==> src/rtl/dram_slot_scheduler.sv <==
// dram_slot_scheduler: shares DRAM between refresh, a background requester and the CPU,
// timing every strobe off the bus-phase counter S with refresh owed as bounded debt.
module dram_slot_scheduler #(
   parameter int REF_PERIOD   = 13,
   parameter int REF_MAX_DEBT = 3,
   parameter int DEBT_W       = 2
) (
   input  logic              C7M,
   input  logic              nRES,
   input  logic [2:0]        S,
   input  logic              cpu_req,
   input  logic              cpu_bank,
   input  logic              bg_req,
   input  logic              bg_bank,
   output logic              nRAS,
   output logic              nCAS0,
   output logic              nCAS1,
   output logic              ASel,
   output logic              bg_gnt,
   output logic              bg_ack,
   output logic [DEBT_W-1:0] ref_debt,
   output logic              ref_overflow
);
   localparam int TICK_W = $clog2(REF_PERIOD);
   typedef enum logic [2:0] {
      ST_IDLE, ST_REF, ST_BG, ST_CPU_WAIT, ST_CPU_RAS, ST_CPU_COL, ST_CPU_CAS
   } state_t;
   state_t state;
   logic [TICK_W-1:0] tick_cnt;
   logic bank;
   logic s1, tick, max_debt, start_ref, start_bg;
   assign s1 = S == 3'd1;
   assign max_debt = ref_debt == DEBT_W'(REF_MAX_DEBT);
   assign tick = s1 && tick_cnt == TICK_W'(REF_PERIOD - 1);
   // Slot A only starts from IDLE; a CPU access still live at S1 forfeits the slot.
   assign start_ref = s1 && state == ST_IDLE && (max_debt || (!bg_req && ref_debt != '0));
   assign start_bg = s1 && state == ST_IDLE && !max_debt && bg_req;
   always_ff @(posedge C7M or negedge nRES) begin
      if (!nRES) begin
         state <= ST_IDLE;
         tick_cnt <= '0;
         bank <= 1'b0;
         nRAS <= 1'b1;
         nCAS0 <= 1'b1;
         nCAS1 <= 1'b1;
         ASel <= 1'b0;
         bg_gnt <= 1'b0;
         bg_ack <= 1'b0;
         ref_debt <= '0;
         ref_overflow <= 1'b0;
      end else begin
         bg_ack <= 1'b0;
         if (s1) tick_cnt <= tick ? '0 : tick_cnt + 1'b1;
         if (tick && !start_ref) begin
            if (max_debt) ref_overflow <= 1'b1;
            else ref_debt <= ref_debt + 1'b1;
         end else if (start_ref && !tick) ref_debt <= ref_debt - 1'b1;
         if (s1) begin
            nRAS <= !start_bg;
            nCAS0 <= !start_ref;
            nCAS1 <= !start_ref;
            ASel <= 1'b0;
            bg_gnt <= start_bg;
            bank <= bg_bank;
            state <= start_ref ? ST_REF : start_bg ? ST_BG : ST_IDLE;
         end else if (state == ST_CPU_CAS) begin
            nRAS <= 1'b1;
            nCAS0 <= 1'b1;
            nCAS1 <= 1'b1;
            ASel <= 1'b0;
            state <= ST_IDLE;
         end else if (S == 3'd4 && state inside {ST_IDLE, ST_REF, ST_BG}) begin
            nRAS <= 1'b1;
            nCAS0 <= 1'b1;
            nCAS1 <= 1'b1;
            ASel <= 1'b0;
            bg_gnt <= 1'b0;
            bg_ack <= state == ST_BG;
            bank <= cpu_bank;
            state <= cpu_req ? ST_CPU_WAIT : ST_IDLE;
         end else begin
            case (state)
               ST_REF: if (S == 3'd2) nRAS <= 1'b0;
               ST_BG: begin
                  if (S == 3'd2) ASel <= 1'b1;
                  if (S == 3'd3) begin
                     nCAS0 <= bank;
                     nCAS1 <= !bank;
                  end
               end
               ST_CPU_WAIT: if (S == 3'd5) begin
                  nRAS <= 1'b0;
                  state <= ST_CPU_RAS;
               end
               ST_CPU_RAS: if (S == 3'd6) begin
                  ASel <= 1'b1;
                  state <= ST_CPU_COL;
               end
               ST_CPU_COL: if (S == 3'd7) begin
                  nCAS0 <= bank;
                  nCAS1 <= !bank;
                  state <= ST_CPU_CAS;
               end
               default: ;
            endcase
         end
      end
   end
endmodule
==> config.mk <==
export PLATFORM = sky130hd
export DESIGN_NAME = dram_slot_scheduler
export DESIGN_NICKNAME = d
export VERILOG_FILES = /design/src/rtl/dram_slot_scheduler.sv
export SDC_FILE = /design/constraint.sdc
export NUM_CORES = 1
export LEC_CHECK = 0
export BUFFER_PORTS_ARGS = -buffer_cell sky130_fd_sc_hd__buf_2
export CELL_PAD_IN_SITES_DETAIL_PLACEMENT = 0
export CELL_PAD_IN_SITES_GLOBAL_PLACEMENT = 1
export CORE_UTILIZATION = 42
export CTS_CLUSTER_SIZE = 25
export DETAILED_ROUTE_END_ITERATION = 10
export PLACE_DENSITY_LB_ADDON = 0.1
export SLEW_MARGIN = 25
export SYNTH_ARGS = -nofsm -noshare
export SYNTH_HDL_FRONTEND = slang
export SYNTH_SLANG_ARGS = --single-unit
==> constraint.sdc <==
create_clock -name C7M -period 2 [get_ports C7M]
set_input_delay 0.4 -clock C7M [delete_from_list [all_inputs] [get_ports C7M]]
set_output_delay 0.4 -clock C7M [all_outputs]
set_load 0.01 [all_outputs]
Yosys cells after proc, flatten, opt, wreduce, memory -nomap -nowiden
Cells that the tools add are included.
- mux-type cells: 47
- reduce and logical (&&, ||, !) cells: 32
- add/subtract/negate cells: 3
- eq/ne operators: 23
- operators with widths (cell ; number):
    $mux 1 ; 29
    $eq 3x3->1 const B ; 7
    $mux 3 ; 6
    $ne 5x3->1 const B ; 3
    $ne 5x5->1 const B ; 3
    $reduce_bool 5->1 ; 3
    $eq 3x2->1 const B ; 4
    $mux 2 ; 6
    $logic_and 1x1->1 ; 9
    $pmux 3 s3 ; 1
    $reduce_and 3->1 ; 3
    $pmux 1 s2 ; 4
    $eq 3x1->1 const B ; 2
    $logic_not 1->1 ; 6
    $reduce_and 2->1 ; 3
    $reduce_bool 2->1 ; 3
    $reduce_bool 6->1 ; 1
    $add 4x1->4 const B ; 1
    $eq 4x4->1 const B ; 1
    $mux 4 ; 1
    $ne 2x2->1 const B ; 2
    $reduce_and 4->1 ; 1
    $logic_not 3->1 ; 1
    $reduce_bool 3->1 ; 1
    4 further kinds ; 4
- input port bits: 9
- register bits: 17
- logic and storage cells: 116
- output and inout port bits: 9

Depth between registers and ports, before layout
- word-level depth: 8
- depth in mapped cells: 6
- mapped depth without buffers: 5

Least setup slack after synthesis
OpenSTA, ideal clock, no wires.
- path type: register -> register
- start: register state[0]
- end: register state[1]
- arrival time: 1.575 ns
- library setup time: 0.128 ns
- period minus slack after synthesis: 1.703 ns
- path buffers: 1
- stages on the path, launching flop included: 6
- data required time: 1.872 ns
- slack: 0.297 ns
- path through: dfrtp_1 -> buf_2 -> and2_1 -> a221o_1 -> a211oi_2 -> mux2_1
- longest elaborated chain between the ends: 7
- elaborated cells on any way between the ends: 24
- those cells by class: 9 x eq/ne; 6 x mux; 9 x reduce/logical
- ends and longest elaborated chain (item ; RTL line ; source):
    start: declaration ; 28 ; state_t state;
    start signal: assignment ; 65 ; state <= start_ref ? ST_REF : start_bg ? ST_BG : ST_IDLE;
    start signal: assignment ; 80 ; state <= cpu_req ? ST_CPU_WAIT : ST_IDLE;
    parallel branches: the longest is 7 deep, another holds $ne 5x5->1 ; -- ;
Parallel ways; which one is timed is not known.
A chain may end at the register's enable or synchronous reset.

Worst setup path in the final report
- start: register state[2]
- end: register state[1]
The elaborated chain is that of the path after synthesis.

==> flow_metrics.py <==
metrics = {
    "worst_setup_path": {
        "crit_fanout": 12,
        "r2r-end": "state[1]",
        "reg2regPathDepth": 4,
        "r2r_setup_slack_ns": 0.15,
        "r2r-start": "state[2]",
        "critical_path_class": "flop to flop",
        "start_kind": "flop",
        "arrival_ns": 2.04,
        "cp-end-kind": "flop",
        "required_ns": 2.19,
    },
    "route": {
        "wl_met2_um": 1280,
        "drc_errors": 0,
        "top_layer_used": "met4",
        "detail-route-antenna-nets": 0,
        "wl_met3_um": 59,
        "drtIter0Drc": 10,
        "wl_per_cell_um": 15.8,
        "wl_met1_um": 1260,
        "firstDrtPassIters": 4,
        "vias": 959,
        "vias_per_cell": 5.74,
        "wirelength_um": 2630,
    },
    "clocking": {
        "cts_setup_buffers": 0,
        "cts_sinks": 17,
        "cts_buffers": 3,
        "ctsHoldBuffers": 0,
        "cts_tree": "built",
        "ctsResizeCount": 0,
        "insertion_delay_ns": 0.29,
        "cts_root_buffer": "clkbuf_4",
        "ctsHtreeMaxLevel": 1,
        "path_clk_slew_ns": 0.10,
        "cts.path.max_buffers": 2,
    },
    "floorplanning": {
        "fp.dieH_um": 53.2,
        "io_pins": 18,
        "die_area_um2": 2830,
        "initial_core_util": 0.445,
        "core-area_um2": 2480,
        "die_x_um": 53.2,
        "num_rows": 18,
    },
    "yosys": {
        "synth_xor_area_frac": 0.0238,
        "yosysWarnings": 0,
        "yosysSeqAreaShare": 0.389,
        "syn_area_um2": 1100,
        "synthAdderAreaFrac": 0.0227,
        "synth_area_leaders": "dfrtp_1, dfstp_2, mux2_1",
        "synth-edff-count": 0,
        "synth-async-reset-ratio": 1.00,
        "ys_ff_latch": 17,
        "synthMuxAreaShare": 0.0602,
        "synth_cell_type_count": 45,
        "netlist.area_leader.share": 0.318,
        "synth-compound-area-share": 0.215,
        "avgSynthCellArea_um2": 9.50,
        "synth_flop_cell": "dfrtp_1",
        "synthCells": 116,
        "syn_nets": 127,
        "yosysTopAreaCell": "dfrtp_1",
        "synth_top_family_by_area": "simple AND/OR/NAND/NOR gates",
        "synth-simple-area-share": 0.236,
    },
    "timing": {
        "rsz0062_at_grt": "no",
        "fmax_ghz": 0.539,
        "setup_violations": 0,
        "hold_violations": 0,
        "timing.final.crit_share": 0.927,
        "finalMaxSlewViolations": 0,
        "period_needed_ns": 1.85,
        "tns_ns": 0,
        "max_slew_margin": 0.725,
        "tightest_slew_ns": 0.411,
        "worst_clock_skew_ns": 0.000795,
    },
    "run": {
        "maxCapViolations": 0,
    },
    "pwr": {
        "ir_drop_mv": 0.588,
        "leakagePower_uw": 0.000601,
        "p_per_area_nw_per_um2": 1080,
        "p_int_uw": 838,
        "power_frac_seq": 0.444,
        "p_sw_frac": 0.393,
        "p_clk_frac": 0.139,
        "comb_power_share": 0.417,
        "power.total_uw": 1380,
        "switchingPower_uw": 542,
    },
    "placed_design": {
        "numPortBuffers": 17,
        "gp_congestion": 0.892,
        "hpwlAfterDp_um": 1920,
    },
    "finish": {
        "num-fill-cells": 248,
        "multiInputGateArea_um2": 614,
        "layout.nets": 149,
        "antennaDiodeCount": 0,
        "seqCellArea_um2": 430,
        "drive_gt1_frac": 0.270,
        "final_util": 0.515,
        "syn2layout_area_growth_pct": 15.8,
    },
    "grt": {
        "grt_max_degree": 18,
        "grt_pass1_vias": 914,
        "grt-ovfl-total": 0,
        "antenna_found_initial": 0,
        "grt_pass1_wl_um": 4250,
        "grt_usage": 0.218,
    },
    "min_path": {
        "hp-class": "input pin to async pin",
    },
    "run_status": {
        "run_status": "finished clean",
    },
}
## registers in the layout (all words and copies together), names as in the netlist
register and flops:
ASel 1, bank 1, bg_ack 1, bg_gnt 1, nCAS0 1, nCAS1 1
nRAS 1, ref_debt 2, ref_overflow 1, state 3, tick_cnt 4
## metrics by stage
stage / cells / hold slack [ns] / worst slack (ns) / area [um^2]
final: 167 / 0.0185 / 0.145 / 1280
after global routing: 167 / 0.0411 / 0.0694 / 1280
after CTS: 167 / 0.0210 / 0.0822 / 1270
after detailed placement: 163 / 0.360 / 0.0261 / 1250
after global placement: 163 / 0.346 / 0.108 / 1250
after floorplan: 116 / 0.104 / 0.297 / 1100
## routing by layer
| metal | vias to the layer above | GRT usage |
|---|---|---|
| met5 | - | 0 |
| met4 | 0 | 0.105 |
| met3 | 4 | 0.0460 |
| met2 | 14 | 0.346 |
| met1 | 464 | 0.276 |
| li1 | 477 | - |
## worst max-delay path: stages (launching register included)
cell      delay [ns]
dfrtp_2         0.50
and4b_1         0.22
a221o_1         0.37
a211oi_2        0.30
mux2_1          0.36
## placed cells by master (no fill, tap or decap), types with 3 or more instances in the layout
master / netlist / layout
nor2_1: 11 / 11
nand2_1: 9 / 9
a21oi_1: 3 / 3
o21ai_0: 6 / 6
buf_4: 0 / 8
inv_1: 6 / 6
mux2_1: 4 / 4
buf_2: 5 / 17
dfstp_2: 3 / 3
clkbuf_4: 0 / 3
nor3b_1: 4 / 4
dfrtp_1: 14 / 13
## final cells by class
type,instances,area share
Multi-Input combinational cell,85,0.481
Tap cell,30,0.0294
Clock buffer,4,0.0206
Timing Repair Buffer,25,0.114
Inverter,6,0.0176
Sequential cell,17,0.337
## worst max path at each step
stage	start	endpoint	slack [ns]	depth (start not counted)
after floorplan	state[0]	state[1]	0.30	5
after global placement	S[1]	state[0]	0.11	5
after detailed placement	S[1]	state[1]	0.03	5
after CTS	state[2]	state[1]	0.08	4
after global routing	state[2]	state[1]	0.07	4
final	state[2]	state[1]	0.15	4
## logic make-up after synthesis
| logic type | count (synthesis) |
|---|---|
| flip-flops | 17 |
| XOR/XNOR | 3 |
| adder cells (fa/ha/maj) | 2 |
| AO/OA/AOI/OAI | 32 |
| multiplexers | 6 |
| buffers and inverters | 14 |
| AND/OR/NAND/NOR | 42 |
## power groups by stage
stage          Combinational [uW]  Sequential [uW]  Clock [uW]
2_1_floorplan                 397              589           0
3_3_place_gp                  556              613           0
3_5_place_dp                  576              617           0
4_1_cts                       582              611         204
5_1_grt                       655              634         211
6_report                      575              613         192
## Yosys cell counts (all sizes together), types with 2 or more instances
| cell type | count |
|---|---|
| mux2 | 5 |
| and2 | 2 |
| nor2 | 11 |
| buf | 5 |
| o31a | 2 |
| dfrtp | 14 |
| o22ai | 2 |
| or4b | 2 |
| nand4b | 2 |
| a211o | 2 |
| nand2 | 9 |
| a221o | 2 |
| a31oi | 2 |
| dfstp | 3 |
| o21a | 2 |
| nor3b | 4 |
| o211ai | 2 |
| inv | 6 |
| clkbuf | 3 |
| o21ai | 6 |
| o31ai | 2 |
| xnor2 | 2 |
| ha | 2 |
| nor4b | 3 |
| a21oi | 3 |
No activity file was read; power rests on OpenSTA's default activity.
